**src/rtl/spi_bram_porta_arb.sv**
```systemverilog
// Port-A arbiter for the SPI buffer RAM: round-robin between the SPI RX engine (req0)
// and the host/config side (req1), with locked bursts and per-requester tagged read responses.
module spi_bram_porta_arb #(
  parameter int ADDR_W   = 11,
  parameter int DATA_W   = 8,
  parameter int RD_LAT   = 1,
  parameter int LOCK_MAX = 16
) (
  input  logic              clka0,
  input  logic              rstn,
  input  logic              req0_valid,
  input  logic              req0_we,
  input  logic              req0_lock,
  input  logic [ADDR_W-1:0] req0_addr,
  input  logic [DATA_W-1:0] req0_wdata,
  output logic              req0_ready,
  input  logic              req1_valid,
  input  logic              req1_we,
  input  logic              req1_lock,
  input  logic [ADDR_W-1:0] req1_addr,
  input  logic [DATA_W-1:0] req1_wdata,
  output logic              req1_ready,
  output logic              rsp0_valid,
  output logic [DATA_W-1:0] rsp0_rdata,
  output logic              rsp1_valid,
  output logic [DATA_W-1:0] rsp1_rdata,
  output logic              ena,
  output logic              wea,
  output logic [ADDR_W-1:0] addra,
  output logic [DATA_W-1:0] dina,
  input  logic [DATA_W-1:0] douta,
  output logic [1:0]        owner
);

  localparam int CNT_W = $clog2(LOCK_MAX + 1);

  // Encoding doubles as the owner debug value.
  typedef enum logic [1:0] {
    IDLE = 2'b00,
    OWN0 = 2'b01,
    OWN1 = 2'b10
  } state_t;

  state_t             state;
  logic               last_grant;
  logic [CNT_W-1:0]   lock_cnt;
  logic               acc0, acc1, acc, acc_we, acc_lock;
  logic [RD_LAT-1:0]  pipe_v;
  logic [RD_LAT-1:0]  pipe_id;
  logic [DATA_W-1:0]  hold0, hold1;

  // Handshake: a beat transfers on a cycle where reqN_valid & reqN_ready are both high;
  // ready is never raised for an invalid requester and at most one ready is high per cycle.
  always_comb begin
    req0_ready = 1'b0;
    req1_ready = 1'b0;
    if (rstn) begin
      case (state)
        IDLE: begin
          if (req0_valid && req1_valid) begin
            req0_ready = last_grant;
            req1_ready = !last_grant;
          end else begin
            req0_ready = req0_valid;
            req1_ready = req1_valid;
          end
        end
        OWN0:    req0_ready = req0_valid;
        OWN1:    req1_ready = req1_valid;
        default: ;
      endcase
    end
  end

  assign acc0     = req0_ready;
  assign acc1     = req1_ready;
  assign acc      = acc0 | acc1;
  assign acc_we   = acc0 ? req0_we   : req1_we;
  assign acc_lock = acc0 ? req0_lock : req1_lock;

  assign ena   = acc;
  assign wea   = acc & acc_we;
  assign addra = acc0 ? req0_addr  : (acc1 ? req1_addr  : '0);
  assign dina  = acc0 ? req0_wdata : (acc1 ? req1_wdata : '0);
  assign owner = state;

  always_ff @(posedge clka0 or negedge rstn) begin
    if (!rstn) begin
      state      <= IDLE;
      last_grant <= 1'b1;
      lock_cnt   <= '0;
    end else begin
      case (state)
        IDLE: begin
          if (acc) begin
            last_grant <= acc1;
            if (acc_lock) begin
              state    <= acc1 ? OWN1 : OWN0;
              lock_cnt <= CNT_W'(1);
            end
          end
        end
        OWN0, OWN1: begin
          if (acc) begin
            // This beat either drops lock or is the LOCK_MAX-th one: hand the peer first turn.
            if (!acc_lock || lock_cnt == CNT_W'(LOCK_MAX - 1)) begin
              state      <= IDLE;
              lock_cnt   <= '0;
              last_grant <= (state == OWN1);
            end else begin
              lock_cnt <= lock_cnt + CNT_W'(1);
            end
          end
        end
        default: state <= IDLE;
      endcase
    end
  end

  // Read tag pipeline tracks RAM latency; the tail entry lines up with douta.
  always_ff @(posedge clka0 or negedge rstn) begin
    if (!rstn) begin
      pipe_v  <= '0;
      pipe_id <= '0;
    end else begin
      pipe_v[0]  <= acc & !acc_we;
      pipe_id[0] <= acc1;
      for (int i = 1; i < RD_LAT; i++) begin
        pipe_v[i]  <= pipe_v[i-1];
        pipe_id[i] <= pipe_id[i-1];
      end
    end
  end

  assign rsp0_valid = pipe_v[RD_LAT-1] & !pipe_id[RD_LAT-1];
  assign rsp1_valid = pipe_v[RD_LAT-1] &  pipe_id[RD_LAT-1];
  assign rsp0_rdata = rsp0_valid ? douta : hold0;
  assign rsp1_rdata = rsp1_valid ? douta : hold1;

  always_ff @(posedge clka0 or negedge rstn) begin
    if (!rstn) begin
      hold0 <= '0;
      hold1 <= '0;
    end else begin
      if (rsp0_valid) hold0 <= douta;
      if (rsp1_valid) hold1 <= douta;
    end
  end

endmodule
```
**config.mk**
```make
export PLATFORM = sky130hd
export DESIGN_NAME = spi_bram_porta_arb
export DESIGN_NICKNAME = d
export VERILOG_FILES = /design/src/rtl/spi_bram_porta_arb.sv
export SDC_FILE = /design/constraint.sdc
export NUM_CORES = 1
export LEC_CHECK = 0
export CORE_ASPECT_RATIO = 1.75
export CORE_MARGIN = 2
export CORE_UTILIZATION = 25
export DETAILED_ROUTE_END_ITERATION = 8
export PLACE_DENSITY_LB_ADDON = 0.25
export SYNTH_ARGS = -nofsm -noshare
export SYNTH_HDL_FRONTEND = slang
export SYNTH_SLANG_ARGS = --single-unit
```
**constraint.sdc**
```tcl
create_clock -name clka0 -period 2.3 [get_ports clka0]
set_clock_uncertainty 0.1 [all_clocks]
set_input_delay 0.46 -clock clka0 [delete_from_list [all_inputs] [get_ports clka0]]
set_output_delay 0.46 -clock clka0 [all_outputs]
set_load 0.005 [all_outputs]
```
==> qor.log <==
qor: logic_synthesis.synth-simple-area-share 9.11%
qor: critical_path.timing.critical_path.slowest_cell_delay 0.40 ns
qor: sta.final.setup.worst_slack -0.228 ns
qor: final_layout.antenna-diode-count 0
qor: sta.setup_repair_after_global_routing_missed_its_margin true
qor: drt.drt_first_pass_iters 4
qor: grt.grt_overflow 0
qor: die.initial_core_utilization 25.6%
qor: clock_network.clock-root-buffer sky130_fd_sc_hd__clkbuf_8
qor: logic_synthesis.syn-cell-area 1480 sq um
qor: final_layout.syn2layout_area_growth 99.1%
qor: outcome.violations negative setup slack
qor: die.design.core.area 5790 sq um
qor: final_layout.layout.cell_area.non_filler 2950 sq um
qor: die.floorplan.io_pins 97
qor: pwr.power.density 933 nW/um^2
qor: critical_path.r2r_start owner[0]
qor: logic_synthesis.synth_xor_area_share 0%
qor: critical_path.worstSetupEndpointType output port
qor: final_layout.layout.nets 328
qor: place.post_dp_cell_area 2710 sq um
qor: logic_synthesis.synthMuxAreaShare 14.2%
qor: sta.timing.fmax 396 MHz
qor: critical_path.setup.worst_path.class reg -> out
qor: critical_path.arrival 1.97 ns
qor: logic_synthesis.synth_top_cell_area_share 42.2%
qor: logic_synthesis.synth_edf_count 0
qor: logic_synthesis.syn_inst 132
qor: sta.finalMaxSlewViolations 0
qor: run.drv.max_cap_violation_count 0
qor: clock_network.clkTransAtPathRegs 0.09 ns
qor: logic_synthesis.synth_fa_ha_area_share 4.22%
qor: pwr.power.leakage 1.39 nW
qor: clock_network.clk-insertion-delay-late 0.27 ns
qor: die.fp.dieArea 6590 sq um
qor: logic_synthesis.ys.flop_type sky130_fd_sc_hd__dfrtp_1
qor: logic_synthesis.synth.yosys.seq_area_share 43.9%
qor: critical_path.worst-path-max-fanout 5
qor: critical_path.cp_common_cell sky130_fd_sc_hd__buf_4
qor: logic_synthesis.synth_top_area_cell sky130_fd_sc_hd__dfrtp_1
qor: clock_network.hold_buffers 0
qor: logic_synthesis.ys_top_cells_by_area sky130_fd_sc_hd__dfrtp_1, sky130_fd_sc_hd__mux2_2, sky130_fd_sc_hd__a22o_1
qor: place.gp_routability_congestion 0.760
qor: place.buffer_ports.inserted 96
qor: sta.timing.final.setup_violations 20
qor: die.die_height 106 microns
qor: grt.grt_first_pass_wirelength 8540 microns
qor: min_path.hold_class in -> async
qor: grt.antenna_found_initial 0
qor: drt.detail_route.drc_violations 0
qor: final_layout.fill_cells 569
qor: sta.final.min_clock_period 2.53 ns
qor: critical_path.required_time_at_the_endpoint_of_the_critical_path 1.74 ns
qor: logic_synthesis.post-synth-top-count-cell sky130_fd_sc_hd__dfrtp_1
qor: clock_network.clockBufferDepth 2
qor: drt.avgViaCountPerCell 4.78
qor: sta.max_slew.worst_pin.slew 0.363 ns
qor: critical_path.cells_traversed_along_the_worst_timing_path inv_2, buf_4, ha_2, o211ai_1, buf_4, nor2_4, buf_12, buf_16, a22o_1, buf_2
qor: die.fp-row-count 37
qor: drt.finalWirelength 5220 microns
qor: grt.grt_pass1_vias 1,823
qor: drt.routed-via-count 1,653
qor: logic_synthesis.synth_top_family_by_area compound AO/OA/AOI/OAI gates
qor: outcome.run_status finished with violations
qor: clock_network.cts.sink_count 26
qor: logic_synthesis.number_of_distinct_standard_cells_referenced_by_the_synthesized_netlist 36
qor: grt.grt_start_max_net_pins 28
qor: logic_synthesis.top_cells_by_count_synth sky130_fd_sc_hd__dfrtp_1, sky130_fd_sc_hd__a22o_1, sky130_fd_sc_hd__mux2_2
qor: logic_synthesis.syn_avg_cell_area 11.2 sq um
qor: sta.timing.slew.headroom 75.8%
qor: logic_synthesis.synth.net_count 191
qor: grt.grtUsageTotal 16.5%
qor: place.dpl.hpwl 3890 microns
qor: sta.layout_worst_path_cycle_share 110%
qor: clock_network.clock_tree_from_tritoncts built
qor: critical_path.crit_path_top_delay_cell sky130_fd_sc_hd__dfrtp_1
qor: final_layout.drive_gt1_share 39.2%
qor: sta.timing_hold_violations_final 0
qor: clock_network.tritoncts.num_buffers 3
qor: drt.route.detailed.wl_per_inst 15.1 microns
qor: logic_synthesis.number_of_storage_elements_in_the_synthesis_netlist 26
qor: clock_network.h_tree_levels 1
qor: die.die_w 62.2 microns
qor: place.pre_cts_ws -0.606 ns
qor: drt.initialDrtViolationCount 36
qor: final_layout.post-route-util 51.0%
qor: logic_synthesis.async_reset_ff_share 100%
qor: drt.detail-route-antenna-nets 0
qor: pwr.total_power 0.00276 W
qor: critical_path.cp-start-kind flop
qor: logic_synthesis.synth_compound_gate_area_share 25.3%
qor: logic_synthesis.yosysWarningCount 0
qor: pwr.worst_ir_drop_vdd 0.284 mV
qor: critical_path.crit_path_start owner[0]
area by class of cell:
type,instances,area (sq um),area share (%)
Clock buffer,3,41.3,1.40
Timing Repair Buffer,137,1240,42.1
Multi-Input combinational cell,93,861,29.1
Clock inverter,1,30.0,1.02
Inverter,8,30.0,1.02
Sequential cell,26,652,22.1
Tap cell,78,97.6,3.30
cell families after synthesis:
kind of cell             after synthesis
buffers and inverters                 13
AO/OA/AOI/OAI                         46
adder cells (fa/ha/maj)                5
multiplexers                          19
flip-flops                            26
AND/OR/NAND/NOR                       23
stage by stage:
step                      hold WS [ns]  cells  setup TNS (ns)
after floorplan                 0.0644    132          -0.459
after global placement           0.365    324          -12.61
after global routing             0.395    346           -5.55
final                            0.364    346           -4.04
after CTS                        0.348    343           -5.70
after detailed placement         0.373    324          -13.71
routing by layer:
layer | global-route usage [%] | part of all wire (%) | wire length [microns]
met5 | 0 | 0 | 0
met4 | 6.51 | 2.1 | 108
met3 | 3.17 | 7.0 | 368
met2 | 34.5 | 59 | 3070
met1 | 14.9 | 32 | 1680
power by group:
part | total [W] | switching, W | internal [W] | leakage, nW
registers | 0.000721 | 0.0000749 | 0.000647 | 0.319
logic | 0.00166 | 0.000670 | 0.000991 | 1.03
clock network | 0.000373 | 0.000140 | 0.000233 | 0.0357
timing repair:
item	CTS	global route
setup buffers	13	4
gates resized for setup	126	20
pin swaps	9	6
cloned	5	1
endpoints found under the setup margin	32	42
worst max-delay path, delay by kind of cell, from the launching register on:
family	cells	cell delay [ns]
buffers and inverters	6	0.72
DFF	1	0.40
AOI/OAI and AO/OA	2	0.34
adders and majority gates	1	0.18
and+or+nand+nor	1	0.04
flip-flops by register name, summed over array words and instances (netlist names):
| signal | flops |
|---|---|
| last_grant | 1 |
| pipe_v | 1 |
| hold0 | 8 |
| pipe_id | 1 |
| lock_cnt | 5 |
| hold1 | 8 |
| owner | 2 |
cells in the final DEF, fill, tap and decap left out, drive strengths merged:
cell / synthesis / routed
nand3: 3 / 3
o31ai: 2 / 2
clkbuf: 5 / 4
nor3: 1 / 1
a22o: 20 / 20
clkdlybuf4s15: 0 / 2
clkdlybuf4s50: 0 / 55
o211ai: 5 / 5
buf: 0 / 63
mux2i: 3 / 3
mux2: 16 / 16
a211o: 1 / 1
o2111ai: 1 / 1
o22ai: 1 / 1
a21bo: 1 / 1
or3b: 2 / 2
o21ai: 5 / 5
dlymetal6s2s: 0 / 8
dfrtp: 25 / 25
nor2b: 2 / 2
or2: 1 / 1
nor2: 2 / 2
nor3b: 1 / 1
dlygate4sd2: 0 / 8
dfstp: 1 / 1
o32ai: 2 / 2
nand2: 7 / 7
bufinv: 0 / 1
a21oi: 6 / 6
nand4bb: 1 / 1
a21boi: 1 / 1
and3: 1 / 1
o221ai: 1 / 1
ha: 5 / 5
nand2b: 2 / 2
inv: 8 / 8
final timing paths:
check / endpoint / slack, ns / cells after the start
min in group clka0: lock_cnt[4] / 0.39 / 2
worst max-delay path: addra[1] / -0.23 / 10
worst min register to register: lock_cnt[4] / 0.39 / 2
max in group asynchronous: last_grant / 1.44 / 2
worst min-delay path: hold0[7] / 0.36 / 2
worst max register to register: lock_cnt[2] / 0.10 / 9
(Power assumes the default switching activity.)
